File: config.mk
export PLATFORM = sky130hd
export DESIGN_NAME = seq_multiplier_unit
export DESIGN_NICKNAME = d
export VERILOG_FILES = /design/src/rtl/seq_multiplier_unit_pkg.sv /design/src/rtl/seq_multiplier_unit.sv
export SDC_FILE = /design/constraint.sdc
export NUM_CORES = 1
export LEC_CHECK = 0
export BUFFER_PORTS_ARGS = -buffer_cell sky130_fd_sc_hd__buf_2
export CORE_MARGIN = 3
export CORE_UTILIZATION = 40
export CTS_CLUSTER_SIZE = 24
export DETAILED_ROUTE_END_ITERATION = 12
export GPL_TIMING_DRIVEN = 0
export SYNTH_ARGS = -nofsm -noshare
export SYNTH_HDL_FRONTEND = slang
export SYNTH_SLANG_ARGS = --single-unit
File: constraint.sdc
create_clock -name clk -period 4 [get_ports clk]
set_clock_uncertainty 0.1 [all_clocks]
set_input_delay 0.8 -clock clk [delete_from_list [all_inputs] [get_ports clk]]
set_output_delay 0.8 -clock clk [all_outputs]
set_load 0.05 [all_outputs]
File: src/rtl/seq_multiplier_unit_pkg.sv
// Shared constants for the sequential shift-add multiplier.
// This file holds the operation codes, the FSM state encoding and the op decode helper.
package seq_multiplier_unit_pkg;

    localparam int WORD = 64;

    localparam logic [1:0] MULT_OP_MUL   = 2'd0;
    localparam logic [1:0] MULT_OP_SMULH = 2'd1;
    localparam logic [1:0] MULT_OP_UMULH = 2'd2;

    localparam logic [1:0] MULT_IDLE = 2'd0;
    localparam logic [1:0] MULT_RUN  = 2'd1;
    localparam logic [1:0] MULT_FIX  = 2'd2;
    localparam logic [1:0] MULT_DONE = 2'd3;

    // Op code 3 decodes as MUL, so it selects the low half.
    function automatic logic op_selects_high(input logic [1:0] op);
        return (op == MULT_OP_SMULH) || (op == MULT_OP_UMULH);
    endfunction

endpackage

File: src/rtl/seq_multiplier_unit.sv
// Radix-2 shift-add multiplier with fixed latency for MUL, SMULH and UMULH.
// SMULH multiplies the operand magnitudes and negates the 2*WIDTH product at the end.
module seq_multiplier_unit
    import seq_multiplier_unit_pkg::*;
#(
    parameter  int WIDTH = WORD,
    localparam int CNT_W = $clog2(WIDTH) + 1
) (
    input  logic             clk,
    input  logic             reset,
    input  logic             start,
    input  logic [1:0]       op,
    input  logic [WIDTH-1:0] operand_a,
    input  logic [WIDTH-1:0] operand_b,
    output logic             stall,
    output logic             done,
    output logic [WIDTH-1:0] result
);

    logic [1:0]         state_q,  state_d;
    logic [1:0]         op_q,     op_d;
    logic               neg_q,    neg_d;
    logic [2*WIDTH-1:0] mcand_q,  mcand_d;
    logic [WIDTH-1:0]   mplier_q, mplier_d;
    logic [2*WIDTH-1:0] acc_q,    acc_d;
    logic [CNT_W-1:0]   count_q,  count_d;
    logic [WIDTH-1:0]   result_q, result_d;

    logic               accept;
    logic               is_smulh;
    logic [2*WIDTH-1:0] acc_fixed;

    // MIN_INT negates to itself, which reads correctly as the unsigned magnitude 2^(WIDTH-1).
    function automatic logic [WIDTH-1:0] magnitude(input logic [WIDTH-1:0] v, input logic take_abs);
        return (take_abs && v[WIDTH-1]) ? -v : v;
    endfunction

    assign accept    = start && ((state_q == MULT_IDLE) || (state_q == MULT_DONE));
    assign is_smulh  = (op == MULT_OP_SMULH);
    assign acc_fixed = neg_q ? -acc_q : acc_q;

    assign stall  = (state_q == MULT_RUN) || (state_q == MULT_FIX) || accept;
    assign done   = (state_q == MULT_DONE);
    assign result = result_q;

    always_comb begin
        // NOTE: every next-state signal gets its hold value first, so no path leaves one unassigned and no latch is inferred.
        state_d  = state_q;
        op_d     = op_q;
        neg_d    = neg_q;
        mcand_d  = mcand_q;
        mplier_d = mplier_q;
        acc_d    = acc_q;
        count_d  = count_q;
        result_d = result_q;

        case (state_q)
            MULT_RUN: begin
                if (mplier_q[0]) begin
                    acc_d = acc_q + mcand_q;
                end
                mcand_d  = mcand_q << 1;
                mplier_d = mplier_q >> 1;
                count_d  = count_q + CNT_W'(1);
                if (count_q == CNT_W'(WIDTH - 1)) begin
                    state_d = MULT_FIX;
                end
            end
            MULT_FIX: begin
                acc_d    = acc_fixed;
                result_d = op_selects_high(op_q) ? acc_fixed[2*WIDTH-1:WIDTH] : acc_fixed[WIDTH-1:0];
                state_d  = MULT_DONE;
            end
            MULT_DONE: state_d = MULT_IDLE;
            default:   state_d = state_q;
        endcase

        // A start seen in IDLE or DONE launches a new operation and overrides the case above.
        if (accept) begin
            op_d     = op;
            neg_d    = is_smulh && (operand_a[WIDTH-1] ^ operand_b[WIDTH-1]);
            mcand_d  = {{WIDTH{1'b0}}, magnitude(operand_a, is_smulh)};
            mplier_d = magnitude(operand_b, is_smulh);
            acc_d    = '0;
            count_d  = '0;
            state_d  = MULT_RUN;
        end
    end

    always_ff @(posedge clk or negedge reset) begin
        if (!reset) begin
            state_q  <= MULT_IDLE;
            op_q     <= '0;
            neg_q    <= 1'b0;
            mcand_q  <= '0;
            mplier_q <= '0;
            acc_q    <= '0;
            count_q  <= '0;
            result_q <= '0;
        end else begin
            // NOTE: non-blocking updates make all registers take their next values together at the edge.
            state_q  <= state_d;
            op_q     <= op_d;
            neg_q    <= neg_d;
            mcand_q  <= mcand_d;
            mplier_q <= mplier_d;
            acc_q    <= acc_d;
            count_q  <= count_d;
            result_q <= result_d;
        end
    end

endmodule

# Word-level counts from Yosys, hierarchy flattened
# Index checks and enable logic that the tools add are counted.
# classes
bitwise_logic	1
mux	16
n_eq_ne	9
n_reduce_logical	14
addsub	5
# ops
op	count
128-bit 2-to-1 mux	5
64-bit 2-to-1 mux	5
128-bit one-hot mux with 2 select lines	1
128-bit adder	1
128-bit negator	1
64-bit negator	2
7-bit 2-to-1 mux	2
7-bit by 1-bit adder with 7-bit output (second input constant)	1
7-bit by 6-bit == test with 1-bit output (second input constant)	1
2-bit by 1-bit == test with 1-bit output (second input constant)	3
2-bit == test (second input constant)	3
2-bit one-hot mux with 3 select lines	1
1-bit logical AND	4
1-bit logical OR	4
2-bit 2-to-1 mux	2
2-bit AND reduction	2
4-bit nonzero test	1
3-bit by 2-bit inequality test with 1-bit output (second input constant)	1
3-bit inequality test (second input constant)	1
3-bit nonzero test	1
2-bit zero test	1
2-bit nonzero test	1
1-bit bitwise XOR	1
# word_totals
register_bits	396
in_bits	133

# Longest topological paths before layout
# Gate-level depths: netlist (run 1).
# depth
word_depth	5
mapped_depth	15
ltp_nobuf	15

# Least setup slack after synthesis (run 1)
# Ideal clock, no wire load.
# synth_path
path_kind	input to register
startpoint	input port operand_b[4]
endpoint	register mplier_q[55]
n_path_buf	1
t_arrival_ps	3885
setup_slack_ps	-122
setup_time_ps	137
cell_stages	12
cell_sequence	or3_1 > or4_1 > or4_1 > nor2_1 > nand3_1 > or3_1 > or3_1 > clkbuf_1 > or2_1 > o21ai_1 > xor2_1 > a21oi_1
# synth_via
elab_chain_len	3
# synth_rtl
element	line	text
start: declaration	seq_multiplier_unit.sv:14	input logic [WIDTH-1:0] operand_b,
64-bit negator	seq_multiplier_unit.sv:35	return (take_abs && v[WIDTH-1]) ? -v : v;
64-bit 2-to-1 mux	seq_multiplier_unit.sv:35	
64-bit 2-to-1 mux	seq_multiplier_unit.sv:79	if (accept) begin
end signal: assignment	seq_multiplier_unit.sv:106	mplier_q <= mplier_d;
end: declaration	seq_multiplier_unit.sv:24	logic [WIDTH-1:0] mplier_q, mplier_d;
# No other way between the ends.
# A chain may end at the register's enable or synchronous reset.

# Final worst setup path (run 1)
# layout_path
startpoint	register acc_q[60]
endpoint	register result_q[50] (netlist: result[50])
# layout_via
elab_chain_len	3
# layout_rtl
element	line	text
start: declaration	seq_multiplier_unit.sv:25	logic [2*WIDTH-1:0] acc_q, acc_d;
start signal: assignment	seq_multiplier_unit.sv:97	acc_q <= '0;
start signal: assignment	seq_multiplier_unit.sv:107	acc_q <= acc_d;
128-bit negator	seq_multiplier_unit.sv:40	assign acc_fixed = neg_q ? -acc_q : acc_q;
128-bit 2-to-1 mux	seq_multiplier_unit.sv:40	
64-bit 2-to-1 mux	seq_multiplier_unit.sv:71	result_d = op_selects_high(op_q) ? acc_fixed[2*WIDTH-1:WIDTH] : acc_fixed[WIDTH-1:0];
end signal: assignment	seq_multiplier_unit.sv:109	result_q <= result_d;
end: declaration	seq_multiplier_unit.sv:27	logic [WIDTH-1:0] result_q, result_d;
# No other way between the ends.

==> out/metrics.csv, run 1 <==
stage,metric,value,unit
power,clockPowerShare,12.3,%
yosys,ys_seq_area_share,30.9,%
die,die-area,83700,um^2
power,p_switching,22.1,mW
yosys,synthArstFlopShare,100,%
cts,cts_sinks,396,
die,design.core.area,79300,um^2
die,start_util,40.5,%
cells_and_area,area_growth_syn_to_layout,22.8,%
yosys,synth_edf_count,0,
drt,routed_wl,151,mm
yosys,yosysTopAreaCell,dfrtp_1,
timing,hold_viol_final,0,
yosys,synth_seq_cells,396,
worst_setup_path,crit_top_cell,or3_4,
cts,cts-root-buf,clkbuf_16,
die,chipWidth,289,um
worst_setup_path,end_kind,flip-flop,
timing,hold_ws,0.145,ns
global_route,grt_max_degree,119,
power,p_sw_share,56.7,%
global_route,grt_pass1_wl,219,mm
timing,drv_slew,11,
worst_setup_path,worstSetupStartpointType,flip-flop,
worst_setup_path,path_cells,or4_4 -> or4b_4 -> or3_4 -> or3_4 -> or3_4 -> or3_4 -> o41ai_4 -> xor2_1 -> buf_4 -> a211oi_4 -> a21o_1,
cts,clock_latency,0.63,ns
die,io_pins,199,
die,dieHeight,289,um
worst_setup_path,crit_path_max_incr_delay,0.54,ns
yosys,synth_area,32100,um^2
global_route,grt_pass1_vias,32201,
power,cellPowerDensity,987,nW/um^2
cts,cts_buffer_depth,3,
placement,gp_congestion,1.03,
timing,timing.fmax,0.237,GHz
drt,viasPerCell,6.26,
placement,dpl.hpwl,118,mm
global_route,grt_use_total,35.3,%
yosys,ys.flop_type,dfrtp_1,
worst_setup_path,cp.arrival,4.62,ns
power,pwr-share-comb,67.2,%
yosys,netlist_instances,4057,
timing,worst_slew_pin_slew,1.53,ns
run_status,violations,"capacitance limit, slew limit, setup timing",
worst_setup_path,r2r_cells,11,
worst_setup_path,crit_type,flip-flop to flip-flop,
yosys,synth_warnings,0,
yosys,synth_top_area_share,30.9,%
worst_setup_path,crit_slowest_cell,or4_4,
global_route,antenna_found_initial,9,
timing,finalWorstSetupSlack,-0.225,ns
timing,min_period,4.22,ns
worst_setup_path,rr_endpoint,result[50]$_DFFE_PN0P_,
timing,setup_viol,20,
power,total_power,38.9,mW
worst_setup_path,endpoint,result[50]$_DFFE_PN0P_,
cts,numCtsBuffers,48,
yosys,synthTopCellsByArea,"dfrtp_1 (31%), o21ai_0 (6.6%), mux2i_1 (6.2%), nand2_1 (6.0%), xnor2_1 (5.8%)",
placement,dp.cells,5310,
cts,cts_tree,yes,
cells_and_area,nets,4656,
drt,drt_iter0_drc,3826,
global_route,grt.overflow.total,0,
drt,ant_nets,0,
yosys,synth.distinct_cells,73,
job,drv_cap,1,
cts,clk_pin_slew,0.07,ns
worst_hold_path,hold_path_class,input port to asynchronous set/reset pin,
placement,port_buffers,198,
drt,firstDrtPassIters,6,
timing,period_share,106,%
drt,wl_per_cell,27.7,um
timing,tns,-1.58,ns
worst_setup_path,path_delay_family,simple AND/OR/NAND/NOR gates,
timing,max-slew-margin-rel,-1.85,%
power,p_leak,16.0,nW
worst_setup_path,rrSetupSlack,-0.22,ns
power,vdd_drop_max,463,uV
worst_setup_path,cp.required,4.40,ns
yosys,synth_fp_nets,4327,
cts,htree_levels,2,
worst_setup_path,cp_num_buf_inv,1,
worst_setup_path,cp-startpoint,acc_q[60]$_DFFE_PN0P_,
worst_setup_path,crit_fanout,4,
worst_setup_path,cp.depth,11,
worst_setup_path,worst_r2r_startpoint,acc_q[60]$_DFFE_PN0P_,
drt,dr_total_vias,34269,
power,intPower,16.9,mW
run_status,run_status,"finished, violations left",
cells_and_area,drive_gt1_share,17.6,%
yosys,syn_avg_cell_area,7.92,um^2
power,seqPwrFrac,20.6,%
timing,rsz0062_at_grt,yes,
die,rows,103,
drt,drc,0,
cells_and_area,final_cells,5477,
what timing repair did:
| item | CTS | global route |
|---|---|---|
| pin swaps | 67 | 75 |
| setup endpoints to repair | 192 | 145 |
| buffers inserted | 88 | 30 |
| hold buffers | 0 | 0 |
| gates resized for setup | 294 | 239 |
cells by family after synthesis:
group,Yosys count,share of synthesized area (%)
buffers and inverters,338,3.96
and+or+nand+nor,1348,19.3
muxes,218,6.86
adders and majority gates,137,5.36
xor gates and xnor gates,371,10.1
DFF,396,30.9
AOI/OAI and AO/OA,1249,23.6
worst min-delay path by stage:
stage / from / end / cells after the start / slack [ns]
3_3_place_gp: result[19]$_DFFE_PN0P_ / result[19]$_DFFE_PN0P_ / 1 / 0.36
6_report: reset / mcand_q[104]$_DFFE_PN0P_ / 1 / 0.14
3_5_place_dp: result[47]$_DFFE_PN0P_ / result[47]$_DFFE_PN0P_ / 1 / 0.37
2_1_floorplan: mplier_q[63]$_DFFE_PN0P_ / mplier_q[63]$_DFFE_PN0P_ / 2 / 0.38
5_1_grt: reset / mcand_q[104]$_DFFE_PN0P_ / 1 / 0.20
4_1_cts: reset / mcand_q[104]$_DFFE_PN0P_ / 1 / 0.17
layer usage:
metal / GRT usage, % / wire, um / vias up
li1: - / - / 15304
met1: 50.0 / 65900 / 16801
met2: 53.2 / 64300 / 1836
met3: 8.44 / 15900 / 318
met4: 10.8 / 5180 / 10
met5: 0 / 74 / -
layout by cell type, fill, tap and decap left out, types with 28 or more instances in the layout:
cell type and count:
clkbuf_16 50, dfrtp_2 36, o21a_1 31, xor2_1 142, o21ai_1 29, or3_1 53, nand2_1 499, buf_2 199
o31ai_1 52, mux2i_1 199, or4_1 28, ha_1 97, nand3_1 46, buf_4 92, clkbuf_1 179, o21bai_1 43
a21oi_1 324, inv_1 71, o21ai_0 391, xnor2_1 197, nor2_1 352, nor3_1 82, dfrtp_1 360, nand4_1 75
a21o_1 66
synth_stat cells (all sizes together) (29+ instances only):
cell type,number
ha,136
xnor2,213
o21ai,434
a31oi,29
o41ai,37
a21oi,352
nand4,75
clkbuf,238
inv,74
o221ai,29
nor4,41
nor3,89
dfrtp,396
o21bai,44
xor2,158
nand3,53
o21a,31
a211oi,30
a21o,67
nand2,516
nor2,365
or4,40
mux2i,200
o31ai,67
or3,66
through the flow:
| step | worst slack [ns] | instance area (um^2) | utilization [%] |
|---|---|---|---|
| after detailed placement | -1.60 | 34600 | 43.6 |
| final | -0.225 | 39400 | 49.8 |
| after global placement | -6.21 | 34400 | 43.5 |
| after floorplan | 0.00216 | 32100 | - |
| after global routing | -0.233 | 39400 | 49.8 |
| after CTS | -0.273 | 38300 | 48.4 |
state kept, by name (all words and copies together), names as in the netlist:
signal / flops
mplier_q: 64
mcand_q: 128
op_q: 2
result: 64
acc_q: 128
neg_q: 1
state_q: 2
count_q: 7
area by class of cell:
type | instances | area [um^2]
antenna | 3 | 7.51
clock buffer | 66 | 1420
sequential | 396 | 9950
timing repair buffer | 317 | 2110
buffer | 226 | 931
fill | 7951 | 39800
tap | 1050 | 1310
multi-input combinational | 3323 | 23200
clock inverter | 22 | 264
inverter | 74 | 278
power by group through the flow:
stage | registers (mW) | clock network, mW | logic (mW)
after floorplan | 7.78 | 0 | 13.5
after global placement | 7.79 | 0 | 22.3
after detailed placement | 7.80 | 0 | 22.5
after CTS | 7.79 | 4.81 | 24.2
after global routing | 8.12 | 4.97 | 27.4
final | 8.00 | 4.77 | 26.1
No activity file was read; power rests on OpenSTA's default activity.
==> inputs of run 2 (changes only) <==
--- a/config.mk
+++ b/config.mk
@@ -14,3 +14,4 @@
 export SYNTH_ARGS = -nofsm -noshare
 export SYNTH_HDL_FRONTEND = slang
 export SYNTH_SLANG_ARGS = --single-unit
+export TNS_END_PERCENT = 20
==> run 2 against run 1 <==
  * The flow finishes with violations (setup timing)
  * Fmax rose by 0.44%
  * Final cell count fell by 0.35%
  * Largest cell class unchanged
  * Wire length fell by 1.3%
  * Total power fell by 1.6%
  * Register-to-register slack improved by 0.02 ns
  * Critical path type unchanged
  * Worst setup slack improved by 0.019 ns
  * Combinational power fell by 2%
  * Cell area fell by 1.6%
  * Clock-buffer cell count fell by 7
  * Non-clock buffer count fell by 20
==> out/metrics.csv, run 2 (synthesis gave the netlist of run 1 again) <==
stage,metric,value,unit,change
worst_setup_path,path_delay_family,simple AND/OR/NAND/NOR gates,,unchanged
worst_setup_path,end_kind,flip-flop,,unchanged
global_route,grt.overflow.total,0,,unchanged
die,design.core.area,79300,um^2,unchanged
job,drv_cap,0,,was 1
run_status,run_status,"finished, violations left",,unchanged
worst_setup_path,cp-startpoint,acc_q[58]$_DFFE_PN0P_,,was acc_q[60]$_DFFE_PN0P_
drt,routed_wl,149,mm,was 151 mm
die,start_util,40.5,%,unchanged
cells_and_area,layout_commonest_cell,nand2_1,,unchanged
die,io_pins,199,,unchanged
timing,drv_slew,0,,was 11
global_route,grt_use_total,34.8,%,was 35.3%
placement,dp.cells,5309,,was 5310
cells_and_area,drive_gt1_share,16.2,%,was 17.6%
placement,port_buffers,198,,unchanged
power,total_power,38.3,mW,was 38.9 mW
timing,finalWorstSetupSlack,-0.206,ns,was -0.225 ns
timing,hold_ws,0.0897,ns,was 0.145 ns
drt,viasPerCell,6.24,,was 6.26
drt,ant_nets,0,,unchanged
timing,period_share,105,%,was 106%
drt,wl_per_cell,27.4,um,was 27.7 um
power,vdd_drop_max,408,uV,was 463 uV
power,p_leak,15.6,nW,was 16.0 nW
global_route,grt_max_degree,118,,was 119
cts,htree_levels,2,,unchanged
worst_setup_path,cp.depth,12,,was 11
die,dieHeight,289,um,unchanged
drt,firstDrtPassIters,6,,unchanged
cts,clk_pin_slew,0.06,ns,was 0.07 ns
worst_setup_path,cp.required,4.38,ns,was 4.40 ns
power,cellPowerDensity,986,nW/um^2,was 987 nW/um^2
worst_setup_path,worst_r2r_startpoint,acc_q[58]$_DFFE_PN0P_,,was acc_q[60]$_DFFE_PN0P_
cts,cts_sinks,396,,unchanged
run_status,violations,setup timing,,"was capacitance limit, slew limit, setup timing"
cts,cts_tree,yes,,unchanged
global_route,grt_pass1_wl,216,mm,was 219 mm
worst_setup_path,worstSetupStartpointType,flip-flop,,unchanged
worst_setup_path,r2r_cells,12,,was 11
worst_setup_path,crit_slowest_cell,or4_4,,unchanged
cts,cts-root-buf,clkbuf_16,,unchanged
cts,cts_buffer_depth,3,,unchanged
die,rows,103,,unchanged
worst_setup_path,crit_type,flip-flop to flip-flop,,unchanged
worst_setup_path,crit_fanout,4,,unchanged
placement,dpl.hpwl,117,mm,was 118 mm
timing,rsz0062_at_grt,yes,,unchanged
cells_and_area,largest_registers,"acc_q: 128 flops, mcand_q: 128 flops",,unchanged
cts,clock_latency,0.64,ns,was 0.63 ns
timing,min_period,4.21,ns,was 4.22 ns
timing,hold_viol_final,0,,unchanged
placement,dpl_worst_slack,-1.48,ns,was -1.60 ns
worst_setup_path,cp.arrival,4.59,ns,was 4.62 ns
drt,drt_iter0_drc,4014,,was 3826
worst_setup_path,crit_top_cell,or3_4,,unchanged
cts,postCtsHoldBufs,0,,unchanged
die,chipWidth,289,um,unchanged
drt,drc,0,,unchanged
placement,place_area,34600,um^2,about the same
worst_hold_path,hold_path_class,input port to asynchronous set/reset pin,,unchanged
cells_and_area,nets,4636,,was 4656
global_route,antenna_found_initial,12,,was 9
cells_and_area,postLayoutCellArea,38800,um^2,was 39400 um^2
timing,max-slew-margin-rel,8.42,%,was -1.85%
drt,dr_total_vias,34033,,was 34269
cells_and_area,final_cell_mix,"nand2_1 (504), o21ai_0 (395), dfrtp_1 (361)",,"was nand2_1 (499), o21ai_0 (391), dfrtp_1 (360)"
placement,gp_congestion,1.03,,about the same
die,die-area,83700,um^2,unchanged
timing,worst_slew_pin_slew,1.37,ns,was 1.53 ns
worst_setup_path,crit_path_max_incr_delay,0.54,ns,about the same
timing,timing.fmax,0.238,GHz,was 0.237 GHz
worst_setup_path,cp_num_buf_inv,1,,unchanged
timing,setup_viol,53,,was 20
cells_and_area,final_cells,5458,,was 5477
cts,numCtsBuffers,48,,unchanged
global_route,grt_pass1_vias,31955,,was 32201
cells_and_area,area_growth_syn_to_layout,20.9,%,was 22.8%
worst_setup_path,path_cells,or4_4 -> or4b_4 -> or3_4 -> or3_4 -> or3_4 -> or3_4 -> o41ai_4 -> xor2_1 -> buf_4 -> nor2_4 -> a21oi_2 -> o21ai_1,,was or4_4 -> or4b_4 -> or3_4 -> or3_4 -> or3_4 -> or3_4 -> o41ai_4 -> xor2_1 -> buf_4 -> a211oi_4 -> a21o_1
run 2: changes by cell type in the layout (fill, tap and decap cells not counted), moves of 6 or more:
cell / previous run / this run
a21oi_1: 324 / 334
a21oi_2: 25 / 16
buf_12: 8 / 2
buf_4: 92 / 83
buf_6: 16 / 9
clkbuf_1: 179 / 192
clkbuf_2: 23 / 11
clkbuf_8: 13 / 5
run 2: layout make-up:
class                           count  area (um^2)
Sequential cell                   396         9950
Multi-Input combinational cell   3323        22900
Antenna cell                        6         15.0
Clock inverter                     27          304
Inverter                           74          278
Tap cell                         1050         1310
Timing Repair Buffer              293         1830
Buffer                            230          898
Fill cell                        7927        40400
Clock buffer                       59         1340
run 2: worst paths after layout:
check	slack (ns)	to
setup / recovery	-0.21	acc_q[114]$_DFFE_PN0P_
max in group asynchronous	2.24	mplier_q[40]$_DFFE_PN0P_
hold / removal	0.09	mcand_q[104]$_DFFE_PN0P_
hold reg to reg	0.38	result[46]$_DFFE_PN0P_
setup reg to reg	-0.21	acc_q[114]$_DFFE_PN0P_
min in group clk	0.33	op_q[1]$_DFFE_PN0P_
run 2: per-layer routing:
layer	track usage, %	up-vias	routed length [um]
met4	10.8	10	5170
met5	0	-	81
met2	52.1	1775	63300
li1	-	15297	-
met1	49.1	16637	65400
met3	8.69	314	15500
run 2: per-stage QoR:
step	util, %	TNS (ns)
2_1_floorplan	-	-0.00151
5_1_grt	49.0	-7.36
3_5_place_dp	43.6	-127.52
3_3_place_gp	43.5	-2571.73
6_report	49.0	-5.01
4_1_cts	47.7	-3.86
run 2: where the power goes:
part           internal [mW]  total [mW]  switching, mW
sequential              5.65        7.98           2.33
clock                   2.70        4.67           1.98
combinational           8.10        25.6           17.5
total                   16.5        38.3           21.8
run 2: repair_timing:
action,4_1_cts,5_1_grt
endpoints found under the setup margin,186,167
resized for setup,263,184
buffers inserted,49,42
pin swaps,54,74
